--- config.mk ---
export PLATFORM = sky130hd
export DESIGN_NAME = word_fifo
export DESIGN_NICKNAME = d
export VERILOG_FILES = /design/src/rtl/word_fifo.sv
export SDC_FILE = /design/constraint.sdc
export NUM_CORES = 1
export LEC_CHECK = 0
export BUFFER_PORTS_ARGS = -buffer_cell sky130_fd_sc_hd__buf_2
export CAP_MARGIN = 10
export CORE_MARGIN = 2
export CORE_UTILIZATION = 58
export CTS_CLUSTER_DIAMETER = 200
export DETAILED_ROUTE_END_ITERATION = 8
export HOLD_SLACK_MARGIN = 0.15
export MAX_ROUTING_LAYER = met4
export PLACE_DENSITY = 0.77
export SETUP_SLACK_MARGIN = 0.3
export SYNTH_ARGS = -nofsm -noshare
export SYNTH_HDL_FRONTEND = slang
export SYNTH_SLANG_ARGS = --single-unit
--- constraint.sdc ---
create_clock -name clk -period 3.2 [get_ports clk]
set_input_delay 0.64 -clock clk [delete_from_list [all_inputs] [get_ports clk]]
set_output_delay 0.64 -clock clk [all_outputs]
set_load 0.01 [all_outputs]
--- src/rtl/word_fifo.sv ---
// word_fifo: single-clock circular-buffer FIFO placed downstream of the
// write-control FSM.
//
// Ports:
//   clk, rst_n     clock; synchronous active-low reset
//   wr_en, wr_data write request and data (accepted when not full)
//   rd_en          read request (accepted when not empty)
//   rd_data        registered read data, holds between reads
//   rd_valid       one-cycle pulse when rd_data was updated
//   words          registered occupancy 0..DEPTH (feeds upstream hysteresis)
//   full, empty, almost_full, almost_empty
//                  combinational decodes of words
//   overflow       sticky: write attempted while full
//   underflow      sticky: read attempted while empty
//   clr_err        clears both sticky flags (a new error in the same cycle wins)
module word_fifo #(
  parameter int unsigned WIDTH    = 8,
  parameter int unsigned DEPTH    = 8,
  parameter int unsigned CNT_W    = 4,
  parameter int unsigned AF_LEVEL = 5,
  parameter int unsigned AE_LEVEL = 2
) (
  input  logic             clk,
  input  logic             rst_n,
  input  logic             wr_en,
  input  logic [WIDTH-1:0] wr_data,
  input  logic             rd_en,
  output logic [WIDTH-1:0] rd_data,
  output logic             rd_valid,
  output logic [CNT_W-1:0] words,
  output logic             full,
  output logic             empty,
  output logic             almost_full,
  output logic             almost_empty,
  output logic             overflow,
  output logic             underflow,
  input  logic             clr_err
);

  localparam int unsigned PTR_W = $clog2(DEPTH);

  logic [WIDTH-1:0] mem [DEPTH];

  logic [PTR_W-1:0] wptr_q, wptr_d;
  logic [PTR_W-1:0] rptr_q, rptr_d;
  logic [CNT_W-1:0] words_q, words_d;
  logic [WIDTH-1:0] rd_data_q, rd_data_d;
  logic             rd_valid_q, rd_valid_d;
  logic             overflow_q, overflow_d;
  logic             underflow_q, underflow_d;

  logic wr_ok;
  logic rd_ok;

  // Status flags decode the registered count only, so they move on edges.
  always_comb begin
    full         = (words_q == CNT_W'(DEPTH));
    empty        = (words_q == '0);
    almost_full  = (words_q >= CNT_W'(AF_LEVEL));
    almost_empty = (words_q <= CNT_W'(AE_LEVEL));
  end

  always_comb begin
    wr_ok = wr_en && !full;
    rd_ok = rd_en && !empty;

    wptr_d = wr_ok ? wptr_q + PTR_W'(1) : wptr_q;
    rptr_d = rd_ok ? rptr_q + PTR_W'(1) : rptr_q;

    words_d = words_q;
    case ({wr_ok, rd_ok})
      2'b10:   words_d = words_q + CNT_W'(1);
      2'b01:   words_d = words_q - CNT_W'(1);
      default: words_d = words_q;
    endcase

    rd_data_d  = rd_ok ? mem[rptr_q] : rd_data_q;
    rd_valid_d = rd_ok;

    // Set term is OR'ed outside the clear so a same-cycle error survives clr_err.
    overflow_d  = (wr_en && full)  || (overflow_q  && !clr_err);
    underflow_d = (rd_en && empty) || (underflow_q && !clr_err);
  end

  always_ff @(posedge clk) begin
    if (!rst_n) begin
      wptr_q      <= '0;
      rptr_q      <= '0;
      words_q     <= '0;
      rd_data_q   <= '0;
      rd_valid_q  <= 1'b0;
      overflow_q  <= 1'b0;
      underflow_q <= 1'b0;
    end else begin
      wptr_q      <= wptr_d;
      rptr_q      <= rptr_d;
      words_q     <= words_d;
      rd_data_q   <= rd_data_d;
      rd_valid_q  <= rd_valid_d;
      overflow_q  <= overflow_d;
      underflow_q <= underflow_d;
    end
  end

  // Storage is not reset; gating on rst_n keeps reset ahead of a same-cycle write.
  always_ff @(posedge clk) begin
    if (rst_n && wr_ok) begin
      mem[wptr_q] <= wr_data;
    end
  end

  assign rd_data   = rd_data_q;
  assign rd_valid  = rd_valid_q;
  assign words     = words_q;
  assign overflow  = overflow_q;
  assign underflow = underflow_q;

endmodule

==> results.md <==
- Avg Inst Size Synth: 16.5 µm²
- Multi-input logic area: 1020 µm²
- Post-Syn Area: 3440 µm²
- Detailed Place HPWL: 3880 µm
- Total area of sequential cells: 2340 µm²
- Antenna Nets Post-Route: 0
- CP Data Required Time: 3.44 ns
- Top Ports: 32
- Worst path bufs/invs: 0
- Crit-path cells: or4b_4 > nand2_8 > ha_1 > or3b_1 > a221oi_2 > a31oi_1 > mux2i_1
- Final worst setup slack: 0.798 ns
- Critical Path Sink Type: flop
- Clock tree sinks: 85
- Post-synthesis cell type count: 40
- Actual slew at the worst max-slew pin: 0.807 ns
- Lkg Pwr: 0.00138 µW
- Hold WC Path Type: input port to flop
- Pwr dens: 771 nW/µm²
- Mux contribution to synthesized area: 0.140
- Slew headroom: 0.461
- Layout cell share with drive strength beyond 1: 0.319
- Row count: 28
- First drt pass iteration count: 4
- Vias/cell: 5.62
- Hold Fails Final Rpt: 0
- CTS Buf Count: 9
- Remaining global-route overflow: 0
- Syn_nets: 225
- Post-synth EDFFs: 64
- Sequential area share after synthesis: 0.680
- Startpoint types: flop
- Post-synthesis xor/xnor area fraction: 0.0127
- Sum Neg Setup Slack: 0 ns
- Worst Skew: 0.00611 ns
- Post-Syn Instances: 208
- WP data arrival: 2.64 ns
- DRC Markers: 0
- Synthesis-to-layout area growth: 13.5%
- Peak VDD IR: 0.398 mV
- Slowest CP cell: or4b_4
- GP Congestion: 0.814
- DRT iter0 DRCs: 149
- Crit Path Category: flop to flop
- WL final: 5790 µm
- Post-CTS setup buffers: 0
- Max Slew Vio Count: 0
- N_diodes: 0
- Adder-Cell Fraction of Synth Area: 0.0145
- Yosys Warn Count: 0
- Max Freq: 416 MHz
- H-Tree Depth: 3
- Wire per inst: 17.6 µm
- Clock Latency Late Sink: 0.36 ns
- Synth Area in Compound Gates: 0.0487
- Max Cap Viol: 0
- Post-CTS Hold Buffers: 0
- Post-route clock period utilization: 0.751
- All-Layer GR Usage: 0.202
- Final min period: 2.40 ns
- Longest Clk Path Bufs: 2
- DIE WIDTH: 81.0 µm
- Flops & latches, synth: 85
- CP delay by family, top: simple AND/OR/NAND/NOR gates
- Post-cts repair resize count: 0
- Die height: 81.0 µm
- Port-buffer cells: 31
- RSZ-0062 raised after global routing: no
- Antenna violations before repair: 0
- Vias after detailed routing: 1850
- CTS clock-pin slew for the worst setup and hold paths: 0.08 ns
- Die ar.: 6570 µm²
- Nets: 266
- CP peak stage delay: 0.63 ns
- CTS root buffer: clkbuf_8
- Largest net degree at the start of global routing: 27
- Fillcell total: 427
- Number of global-route vias before repair: 1845
- Pre-CTS setup slack: 0.806 ns
- Largest family of logic cells by synthesized area: multiplexers
- Post-synthesis simple-gate area fraction: 0.0803
- TritonCTS clock tree: built
- First-pass GRT wire length: 8920 µm
- Ys async rst share: 0
- CORE AREA: 5820 µm²
- Main synth FF type: edfxtp_1
- Critical Path Fanout Max: 11
- Run status: completed
- Final setup viols: 0
- Initial core utilization: 0.592
-- cell families (layout without fill, tap and decap cells) --
kind of cell / count (synthesis) / in the layout
mux: 28 / 28
fa+ha+maj: 4 / 4
simple gates: 44 / 44
compound gates: 27 / 27
buf+inv: 15 / 61
xor+xnor: 5 / 5
flops: 85 / 85
-- cell usage after synthesis (all sizes together) (4+ instances only) --
| library cell | count | area [µm²] |
|---|---|---|
| nand2 | 7 | 42.5 |
| nor3 | 7 | 35.0 |
| buf | 9 | 58.8 |
| o21ai | 8 | 40.0 |
| nand2b | 4 | 25.0 |
| nand3 | 4 | 25.0 |
| mux4 | 16 | 360 |
| nor2b | 6 | 37.5 |
| and2 | 5 | 31.3 |
| edfxtp | 64 | 1920 |
| mux2i | 12 | 120 |
| dfxtp | 21 | 420 |
| ha | 4 | 50.1 |
| a21oi | 10 | 50.1 |
| clkbuf | 5 | 18.8 |
-- layer usage --
layer,vias up,GRT usage,share of wire
met4,0,0.100,0.023
met1,903,0.238,0.42
met2,47,0.324,0.50
met5,-,-,0
met3,11,0.0533,0.054
li1,889,-,-
-- flip-flops by register name, indices dropped and copies added (netlist names) --
signal	flops
mem	64
rd_data	8
words	4
rptr_q	3
wptr_q	3
overflow	1
rd_valid	1
underflow	1
-- layout by cell type, fill, tap and decap left out, types with 2 or more instances in the layout --
cell,n
a211oi_1,2
a21oi_1,10
and2_1,5
buf_2,31
buf_4,13
clkbuf_8,9
dfxtp_1,21
edfxtp_1,64
ha_1,4
inv_6,2
mux2i_1,12
mux4_2,16
nand2_1,6
nand2b_1,4
nand3_1,3
nor2_1,2
nor2b_1,6
nor3_1,7
nor4_1,2
o21ai_0,8
xnor2_1,3
xor2_1,2
-- worst register-to-register path, cell delays in order (launching register included) --
cell and delay (ns):
dfxtp_1 0.41, or4b_4 0.63, nand2_8 0.13, ha_1 0.26, or3b_1 0.38, a221oi_2 0.27
a31oi_1 0.08, mux2i_1 0.14
-- path summary, 6_finish.rpt --
path               from    endpoint  slack (ns)  cells after the start
max            words[1]    words[3]        0.80                      7
min          wr_data[0]   mem[3][0]        0.54                      1
max reg2reg    words[1]    words[3]        0.80                      7
min reg2reg  rd_data[7]  rd_data[7]        0.54                      2
-- power by group --
group / internal, µW / total [µW] / leakage (µW) / switching [µW]
clock: 363 / 743 / 0.0000976 / 380
combinational: 421 / 853 / 0.000534 / 432
sequential: 1310 / 1420 / 0.000750 / 113
total: 2090 / 3010 / 0.00138 / 925
-- area by class of cell --
type                    instances  share of cell area
repair buffers                 44              0.0647
clock buffers                   9              0.0317
flip-flops and latches         85               0.599
clock inverters                 7              0.0186
well taps                      75              0.0240
inverters                       1            0.000961
multi-input cells             108               0.261
-- per-stage QoR --
stage | instances | util | area [µm²] | hold WS, ns | power [µW]
after detailed placement | 313 | 0.638 | 3710 | 0.529 | 2310
final | 329 | 0.672 | 3910 | 0.544 | 3010
after global placement | 313 | 0.638 | 3710 | 0.519 | 2280
after global routing | 329 | 0.672 | 3910 | 0.538 | 3200
after CTS | 329 | 0.672 | 3910 | 0.528 | 3050
after floorplan | 208 | - | 3440 | 0.505 | 2070
Note: power is estimated with default switching activity, not from simulation.
